`config.mk`:
```
export PLATFORM = sky130hd
export DESIGN_NAME = register_file_writeback_flat
export DESIGN_NICKNAME = d
export VERILOG_FILES = /design/src/rtl/register_file_writeback_if.sv /design/src/rtl/register_file_writeback.sv /design/src/flat_wrapper.sv
export SDC_FILE = /design/constraint.sdc
export NUM_CORES = 2
export LEC_CHECK = 0
export BUFFER_PORTS_ARGS = -buffer_cell sky130_fd_sc_hd__buf_2
export CORE_MARGIN = 2
export CORE_UTILIZATION = 60
export CTS_BUF_LIST = sky130_fd_sc_hd__clkbuf_8
export CTS_CLUSTER_DIAMETER = 120
export DETAILED_ROUTE_END_ITERATION = 7
export MAX_ROUTING_LAYER = met4
export PLACE_DENSITY_LB_ADDON = 0.15
export SYNTH_ARGS = -nofsm -noshare
export SYNTH_HDL_FRONTEND = slang
export SYNTH_SLANG_ARGS = --single-unit
```
`constraint.sdc`:
```
create_clock -name Clk -period 2.3 [get_ports Clk]
set_input_delay 0.115 -clock Clk [delete_from_list [all_inputs] [get_ports Clk]]
set_output_delay 0.115 -clock Clk [all_outputs]
set_load 0.005 [all_outputs]
```
`src/rtl/register_file_writeback_if.sv`:
```
`default_nettype none
`timescale 1ns/1ps
// ============================================================================
// Module      : register_file_writeback_if
// Description : Bundle of the register file's read ports (Decode side), the
//               writeback commit inputs and the HI/LO pair. The master modport
//               is the pipeline side and the slave modport is the register
//               file.
//   Read ports  : ReadRegister1/2 -> ReadData1/2 (combinational)
//   GPR write   : WriteRegister, WriteData, RegWrite, Move
//   HI/LO write : HiLoWrite + HiLoResult, HiWrite/LoWrite (use WriteData)
//   HI/LO read  : ReadDataHi, ReadDataLo (bypassed)
// Revision    : 1.0 - initial release
// ============================================================================
interface register_file_writeback_if #(
  parameter int DATA_WIDTH = 32,
  parameter int NUM_REGS   = 32
);
  localparam int IDX_W = $clog2(NUM_REGS);

  logic [IDX_W-1:0]        ReadRegister1;
  logic [IDX_W-1:0]        ReadRegister2;
  logic [DATA_WIDTH-1:0]   ReadData1;
  logic [DATA_WIDTH-1:0]   ReadData2;
  logic [IDX_W-1:0]        WriteRegister;
  logic [DATA_WIDTH-1:0]   WriteData;
  logic                    RegWrite;
  logic                    Move;
  logic                    HiLoWrite;
  logic [2*DATA_WIDTH-1:0] HiLoResult;
  logic                    HiWrite;
  logic                    LoWrite;
  logic [DATA_WIDTH-1:0]   ReadDataHi;
  logic [DATA_WIDTH-1:0]   ReadDataLo;

  modport master (
    output ReadRegister1, ReadRegister2, WriteRegister, WriteData,
           RegWrite, Move, HiLoWrite, HiLoResult, HiWrite, LoWrite,
    input  ReadData1, ReadData2, ReadDataHi, ReadDataLo
  );

  modport slave (
    input  ReadRegister1, ReadRegister2, WriteRegister, WriteData,
           RegWrite, Move, HiLoWrite, HiLoResult, HiWrite, LoWrite,
    output ReadData1, ReadData2, ReadDataHi, ReadDataLo
  );
endinterface : register_file_writeback_if
`default_nettype wire

```
`src/rtl/register_file_writeback.sv`:
```
`default_nettype none
`timescale 1ns/1ps
// ============================================================================
// Module      : register_file_writeback
// Description : MIPS architectural register file plus HI/LO pair. Commits
//               writeback results on the rising clock edge and serves two
//               combinational GPR read ports with write-through bypass, so a
//               value being written back is visible to Decode in the same
//               cycle. HI/LO reads are likewise bypassed.
//   Clk  : rising-edge clock
//   Rst  : asynchronous reset, active-low; clears GPRs, HI, LO and forces
//          every read output to 0 while asserted
//   bus  : register_file_writeback_if.slave (read ports, writeback, HI/LO)
// Revision    : 1.0 - initial release
// ============================================================================
module register_file_writeback #(
  parameter int DATA_WIDTH = 32,
  parameter int NUM_REGS   = 32
) (
  input  wire logic                  Clk,
  input  wire logic                  Rst,
  register_file_writeback_if.slave   bus
);

  localparam int IDX_W = $clog2(NUM_REGS);

  logic [DATA_WIDTH-1:0] r_gpr [NUM_REGS];
  logic [DATA_WIDTH-1:0] r_hi;
  logic [DATA_WIDTH-1:0] r_lo;

  logic                  w_gprCommit;
  logic [DATA_WIDTH-1:0] w_hiNext;
  logic [DATA_WIDTH-1:0] w_loNext;

  // A failed conditional move (Move=0) or a write to R0 commits nothing and
  // must not bypass either. With RegWrite=0 the AND also masks an unknown Move.
  assign w_gprCommit = bus.RegWrite & bus.Move & (bus.WriteRegister != '0);

  // -------------------------------------------------------------------------
  // GPR storage. Entry 0 is only ever cleared, so it holds 0 permanently.
  // -------------------------------------------------------------------------
  always_ff @(posedge Clk or negedge Rst) begin
    if (!Rst) begin
      for (int i = 0; i < NUM_REGS; i++) begin
        r_gpr[i] <= '0;
      end
    end else if (w_gprCommit) begin
      r_gpr[bus.WriteRegister] <= bus.WriteData;
    end
  end

  // -------------------------------------------------------------------------
  // HI/LO next-state: the full 64-bit result outranks the single-half moves.
  // The same values drive the bypassed read outputs.
  // -------------------------------------------------------------------------
  always_comb begin
    w_hiNext = r_hi;
    w_loNext = r_lo;
    if (bus.HiLoWrite) begin
      w_hiNext = bus.HiLoResult[2*DATA_WIDTH-1:DATA_WIDTH];
      w_loNext = bus.HiLoResult[DATA_WIDTH-1:0];
    end else begin
      if (bus.HiWrite) begin
        w_hiNext = bus.WriteData;
      end
      if (bus.LoWrite) begin
        w_loNext = bus.WriteData;
      end
    end
  end

  always_ff @(posedge Clk or negedge Rst) begin
    if (!Rst) begin
      r_hi <= '0;
      r_lo <= '0;
    end else begin
      r_hi <= w_hiNext;
      r_lo <= w_loNext;
    end
  end

  // -------------------------------------------------------------------------
  // Read ports. Reset dominates so nothing leaks through the bypass while
  // Rst is low; R0 is forced to 0 regardless of what is being written.
  // -------------------------------------------------------------------------
  function automatic logic [DATA_WIDTH-1:0] readPort(input logic [IDX_W-1:0] idx);
    if (idx == '0) begin
      return '0;
    end else if (w_gprCommit && (bus.WriteRegister == idx)) begin
      return bus.WriteData;
    end else begin
      return r_gpr[idx];
    end
  endfunction

  assign bus.ReadData1  = Rst ? readPort(bus.ReadRegister1) : '0;
  assign bus.ReadData2  = Rst ? readPort(bus.ReadRegister2) : '0;
  assign bus.ReadDataHi = Rst ? w_hiNext : '0;
  assign bus.ReadDataLo = Rst ? w_loNext : '0;

endmodule : register_file_writeback
`default_nettype wire

```
`src/flat_wrapper.sv`:
```
// flat-port wrapper written by rule: the top's interface ports become plain ports
module register_file_writeback_flat 
#(
  parameter int DATA_WIDTH = 32,
  parameter int NUM_REGS   = 32
)
  (Clk, Rst, bus_ReadRegister1, bus_ReadRegister2, bus_WriteRegister, bus_WriteData, bus_RegWrite, bus_Move, bus_HiLoWrite, bus_HiLoResult, bus_HiWrite, bus_LoWrite, bus_ReadData1, bus_ReadData2, bus_ReadDataHi, bus_ReadDataLo);
  register_file_writeback_if #(.DATA_WIDTH(DATA_WIDTH), .NUM_REGS(NUM_REGS)) bus_i ();
  input  wire logic Clk;
  input  wire logic Rst;
  input wire logic [$bits(bus_i.ReadRegister1)-1:0] bus_ReadRegister1;
  input wire logic [$bits(bus_i.ReadRegister2)-1:0] bus_ReadRegister2;
  input wire logic [$bits(bus_i.WriteRegister)-1:0] bus_WriteRegister;
  input wire logic [$bits(bus_i.WriteData)-1:0] bus_WriteData;
  input wire logic [$bits(bus_i.RegWrite)-1:0] bus_RegWrite;
  input wire logic [$bits(bus_i.Move)-1:0] bus_Move;
  input wire logic [$bits(bus_i.HiLoWrite)-1:0] bus_HiLoWrite;
  input wire logic [$bits(bus_i.HiLoResult)-1:0] bus_HiLoResult;
  input wire logic [$bits(bus_i.HiWrite)-1:0] bus_HiWrite;
  input wire logic [$bits(bus_i.LoWrite)-1:0] bus_LoWrite;
  output wire logic [$bits(bus_i.ReadData1)-1:0] bus_ReadData1;
  output wire logic [$bits(bus_i.ReadData2)-1:0] bus_ReadData2;
  output wire logic [$bits(bus_i.ReadDataHi)-1:0] bus_ReadDataHi;
  output wire logic [$bits(bus_i.ReadDataLo)-1:0] bus_ReadDataLo;
  assign bus_i.ReadRegister1 = bus_ReadRegister1;
  assign bus_i.ReadRegister2 = bus_ReadRegister2;
  assign bus_i.WriteRegister = bus_WriteRegister;
  assign bus_i.WriteData = bus_WriteData;
  assign bus_i.RegWrite = bus_RegWrite;
  assign bus_i.Move = bus_Move;
  assign bus_i.HiLoWrite = bus_HiLoWrite;
  assign bus_i.HiLoResult = bus_HiLoResult;
  assign bus_i.HiWrite = bus_HiWrite;
  assign bus_i.LoWrite = bus_LoWrite;
  assign bus_ReadData1 = bus_i.ReadData1;
  assign bus_ReadData2 = bus_i.ReadData2;
  assign bus_ReadDataHi = bus_i.ReadDataHi;
  assign bus_ReadDataLo = bus_i.ReadDataLo;
  register_file_writeback #(.DATA_WIDTH(DATA_WIDTH), .NUM_REGS(NUM_REGS)) u_core (.Clk(Clk), .Rst(Rst), .bus(bus_i));
endmodule
```
==> run_results.csv <==
group,metric,value,unit
sta,fin_ws,-0.505,ns
synthesis,synth_edf_count,0,
cts,root_buffer,"clkbuf_8",
detailed_routing,ant_nets,0,
setup_path,crit_fanout,2,
cts,clkLatencyLatePin,0.87,ns
synthesis,synth_compound_area_share,5.20,%
synthesis,yosys.area_share.simple,2.47,%
grt,grtUsageTotal,39.3,%
grt,grt_max_degree,156,
layout,final_cell_mix,"1088 x dfrtp_1, 1001 x mux2_2, 490 x mux4_2",
setup_path,cp.arrival,2.69,ns
sta,finalHoldViolations,1,
cts,cts_buffers,182,
detailed_routing,drt_iter0_drc,4267,
power,power.total,0.0510,W
layout,multi_input_area,29900,µm²
setup_path,regToRegSetupSlack,0.74,ns
setup_path,reg2reg_to,"u_core.r_hi[1]$_DFF_PN0_",
layout,finalInstanceArea,69900,µm²
power,clock_power_share,34.7,%
placement,placed_area,62600,µm²
layout,ff_latch_area,27200,µm²
grt,grt_pass1_wl,279000,µm
setup_path,crit_slowest_cell,"mux4_2",
power,leakagePower,31.7,nW
setup_path,r2r.worst_path.cells,3,
synthesis,yosysSeqAreaShare,46.7,%
detailed_routing,routed_wirelength,186000,µm
synthesis,post_synth_xor_area_fraction,0.150,%
setup_path,max_stage_delay,0.46,ns
synthesis,synthAdderAreaFrac,0,%
flow_run,max_cap_violations,0,
placement,place_congestion,0.881,
cts,clockBufferDepth,3,
placement,port_buffers,245,
setup_path,path_class,"register to output pin",
worst_hold_path,hp-class,"primary input to async pin",
setup_path,required,2.18,ns
grt,grt_pass1_vias,42900,
layout,nFillCells,6282,
placement,place_ws,-0.0447,ns
power,p_sw,0.0143,W
synthesis,ys_warn_count,0,
synthesis,syn_nets,4103,
floorplanning,die_w,316,µm
floorplanning,core_area,96400,µm²
sta,clock.fmax,356,MHz
sta,setup_viol,64,
power,seq_power_share,45.9,%
detailed_routing,wl_per_cell,31.3,µm
outcome,violations,"hold timing, setup timing",
detailed_routing,drtPass1Iterations,7,
power,internal_power,0.0367,W
setup_path,cp_cell_sequence,"mux4_2 > nor2b_2 > a211oi_1 > a21oi_1 > a221o_1 > buf_2",
setup_path,end_kind,"output pin",
sta,layout_min_cycle_time,2.81,ns
detailed_routing,vias_per_cell,6.93,
layout,syn_to_final_growth,19.9,%
layout,nets,4643,
floorplanning,io-pin-count,246,
layout,layout_commonest_cell,"dfrtp_1",
detailed_routing,drc,0,
floorplanning,rows,114,
synthesis,synth_top_family_by_area,"multiplexers",
outcome,status,"complete, but fails checks",
sta,rsz0062_at_grt,"yes",
synthesis,avgSynthCellArea,14.6,µm²
detailed_routing,vias,41200,
grt,antenna_found_initial,7,
cts,clk_pin_slew,0.06,ns
floorplanning,die_h,316,µm
layout,final_layout_size_suffix_gt1_share,55.4,%
synthesis,async_flop_share,100,%
power,switching_share,28.0,%
setup_path,cp-start-kind,"register",
sta,maxSlewHeadroom,32.6,%
synthesis,ys_ff_latch,1088,
cts,cts_tree,"done",
placement,hpwl,111000,µm
power,combPwrFrac,19.3,%
sta,period_share,122,%
sta,tightestPinTransition,1.01,ns
power,power_density,729,nW/µm²
setup_path,cp_num_buf_inv,1,
synthesis,syn-cell-area,58300,µm²
power,ir_drop,0.587,mV
layout,instances_no_fill,5951,
sta,slew_violations,0,
synthesis,synth.area.mux_share,41.8,%
setup_path,r2r-start,"u_core.r_hi[1]$_DFF_PN0_",
setup_path,cpLargestDelayFamily,"compound AO/OA/AOI/OAI gates",
floorplanning,start_util,60.4,%
synthesis,synthFlopType,"dfrtp_1",
cts,cts.sinks,1088,
placement,dp.cells,5335,
sta,hold_ws,-0.00191,ns
sta,clock-skew-final,0,ns
sta,setup_tns,-23.71,ns
synthesis,synth_cells,3985,
cts,cts_max_level,4,
synthesis,synth.distinct_cells,45,
floorplanning,dieArea,99600,µm²
grt,gr-total-overflow,0,
## worst min-delay path, stage by stage
cell            delay (ns)
buf_8                 0.11
dlymetal6s4s_1        0.63
buf_12                0.48
## cells by family after synthesis
family / after synthesis
muxes: 1689
and+or+nand+nor: 298
buffers and inverters: 458
DFF: 1088
xor gates and xnor gates: 10
AOI/OAI and AO/OA: 442
## registers in the layout, summed over array words and instances (netlist names)
name	cells
u_core.r_gpr	1024
u_core.r_hi	32
u_core.r_lo	32
## final cells by class
type	instances	share of cell area, %
Antenna cell	8	0.0287
Timing Repair Buffer	813	10.6
Sequential cell	1088	39.0
Multi-Input combinational cell	2439	42.8
Tap cell	1276	2.28
Clock buffer	229	4.51
Clock inverter	97	0.818
Inverter	1	0.00537
## per-stage QoR
| stage | utilization, % | hold slack (ns) |
|---|---|---|
| floorplan | - | -0.181 |
| global placement | 64.9 | 0.205 |
| detailed placement | 64.9 | 0.201 |
| CTS | 72.2 | 0.0252 |
| global route | 72.5 | 0.0267 |
| finish | 72.5 | -0.00191 |
## synth_stat cells, drive strengths merged (5+ instances only)
library cell / count / share of area (%)
a211oi: 23 / 0.30
a21oi: 85 / 0.73
a221o: 32 / 0.55
a221oi: 22 / 0.33
a22oi: 144 / 2.1
and2: 68 / 0.73
and2b: 6 / 0.077
buf: 224 / 2.2
clkbuf: 233 / 1.5
dfrtp: 1088 / 47
mux2: 1026 / 20
mux2i: 173 / 3.0
mux4: 490 / 19
nand2: 118 / 0.76
nand3: 9 / 0.077
nor2: 54 / 0.35
nor2b: 26 / 0.28
nor3: 7 / 0.069
o21ai: 130 / 1.1
xnor2: 5 / 0.075
xor2: 5 / 0.075
## timing repair
action | in CTS | in global routing
hold endpoints to repair | 1457 | 0
setup endpoints to repair | 64 | 128
gates resized for setup | 167 | 39
pin swaps | 139 | 40
setup buffers | 52 | 7
hold buffers | 227 | 0
## layer usage
metal	vias to the layer above	global-route usage (%)	share of wire, %
met5	-	-	0
met4	0	16.8	4.4
met3	509	9.93	9.7
met2	2351	58.1	47
met1	22000	52.3	39
li1	16400	-	-
## how the worst max path moves through the flow
stage                                              from                end  slack (ns)  depth (start not counted)
final                     u_core.r_gpr[754]$_DFFE_PN0P_  bus_ReadData1[18]       -0.51                          6
after CTS                 u_core.r_gpr[552]$_DFFE_PN0P_   bus_ReadData1[8]       -0.49                          6
after detailed placement           bus_ReadRegister1[0]  bus_ReadData1[29]       -0.04                          8
after global placement             bus_ReadRegister1[1]  bus_ReadData1[21]       -0.02                          8
after global routing      u_core.r_gpr[629]$_DFFE_PN0P_  bus_ReadData1[21]       -0.58                          6
after floorplan                    bus_ReadRegister1[2]   bus_ReadData1[2]        0.42                          7
## power groups by stage
stage,sequential (W),clock (W),combinational (W)
after CTS,0.0233,0.0178,0.00962
after detailed placement,0.0236,0,0.00877
after floorplan,0.0230,0,0.00629
after global routing,0.0236,0.0188,0.0105
final,0.0234,0.0177,0.00986
after global placement,0.0235,0,0.00854
Power figures use the tool's default switching activity.
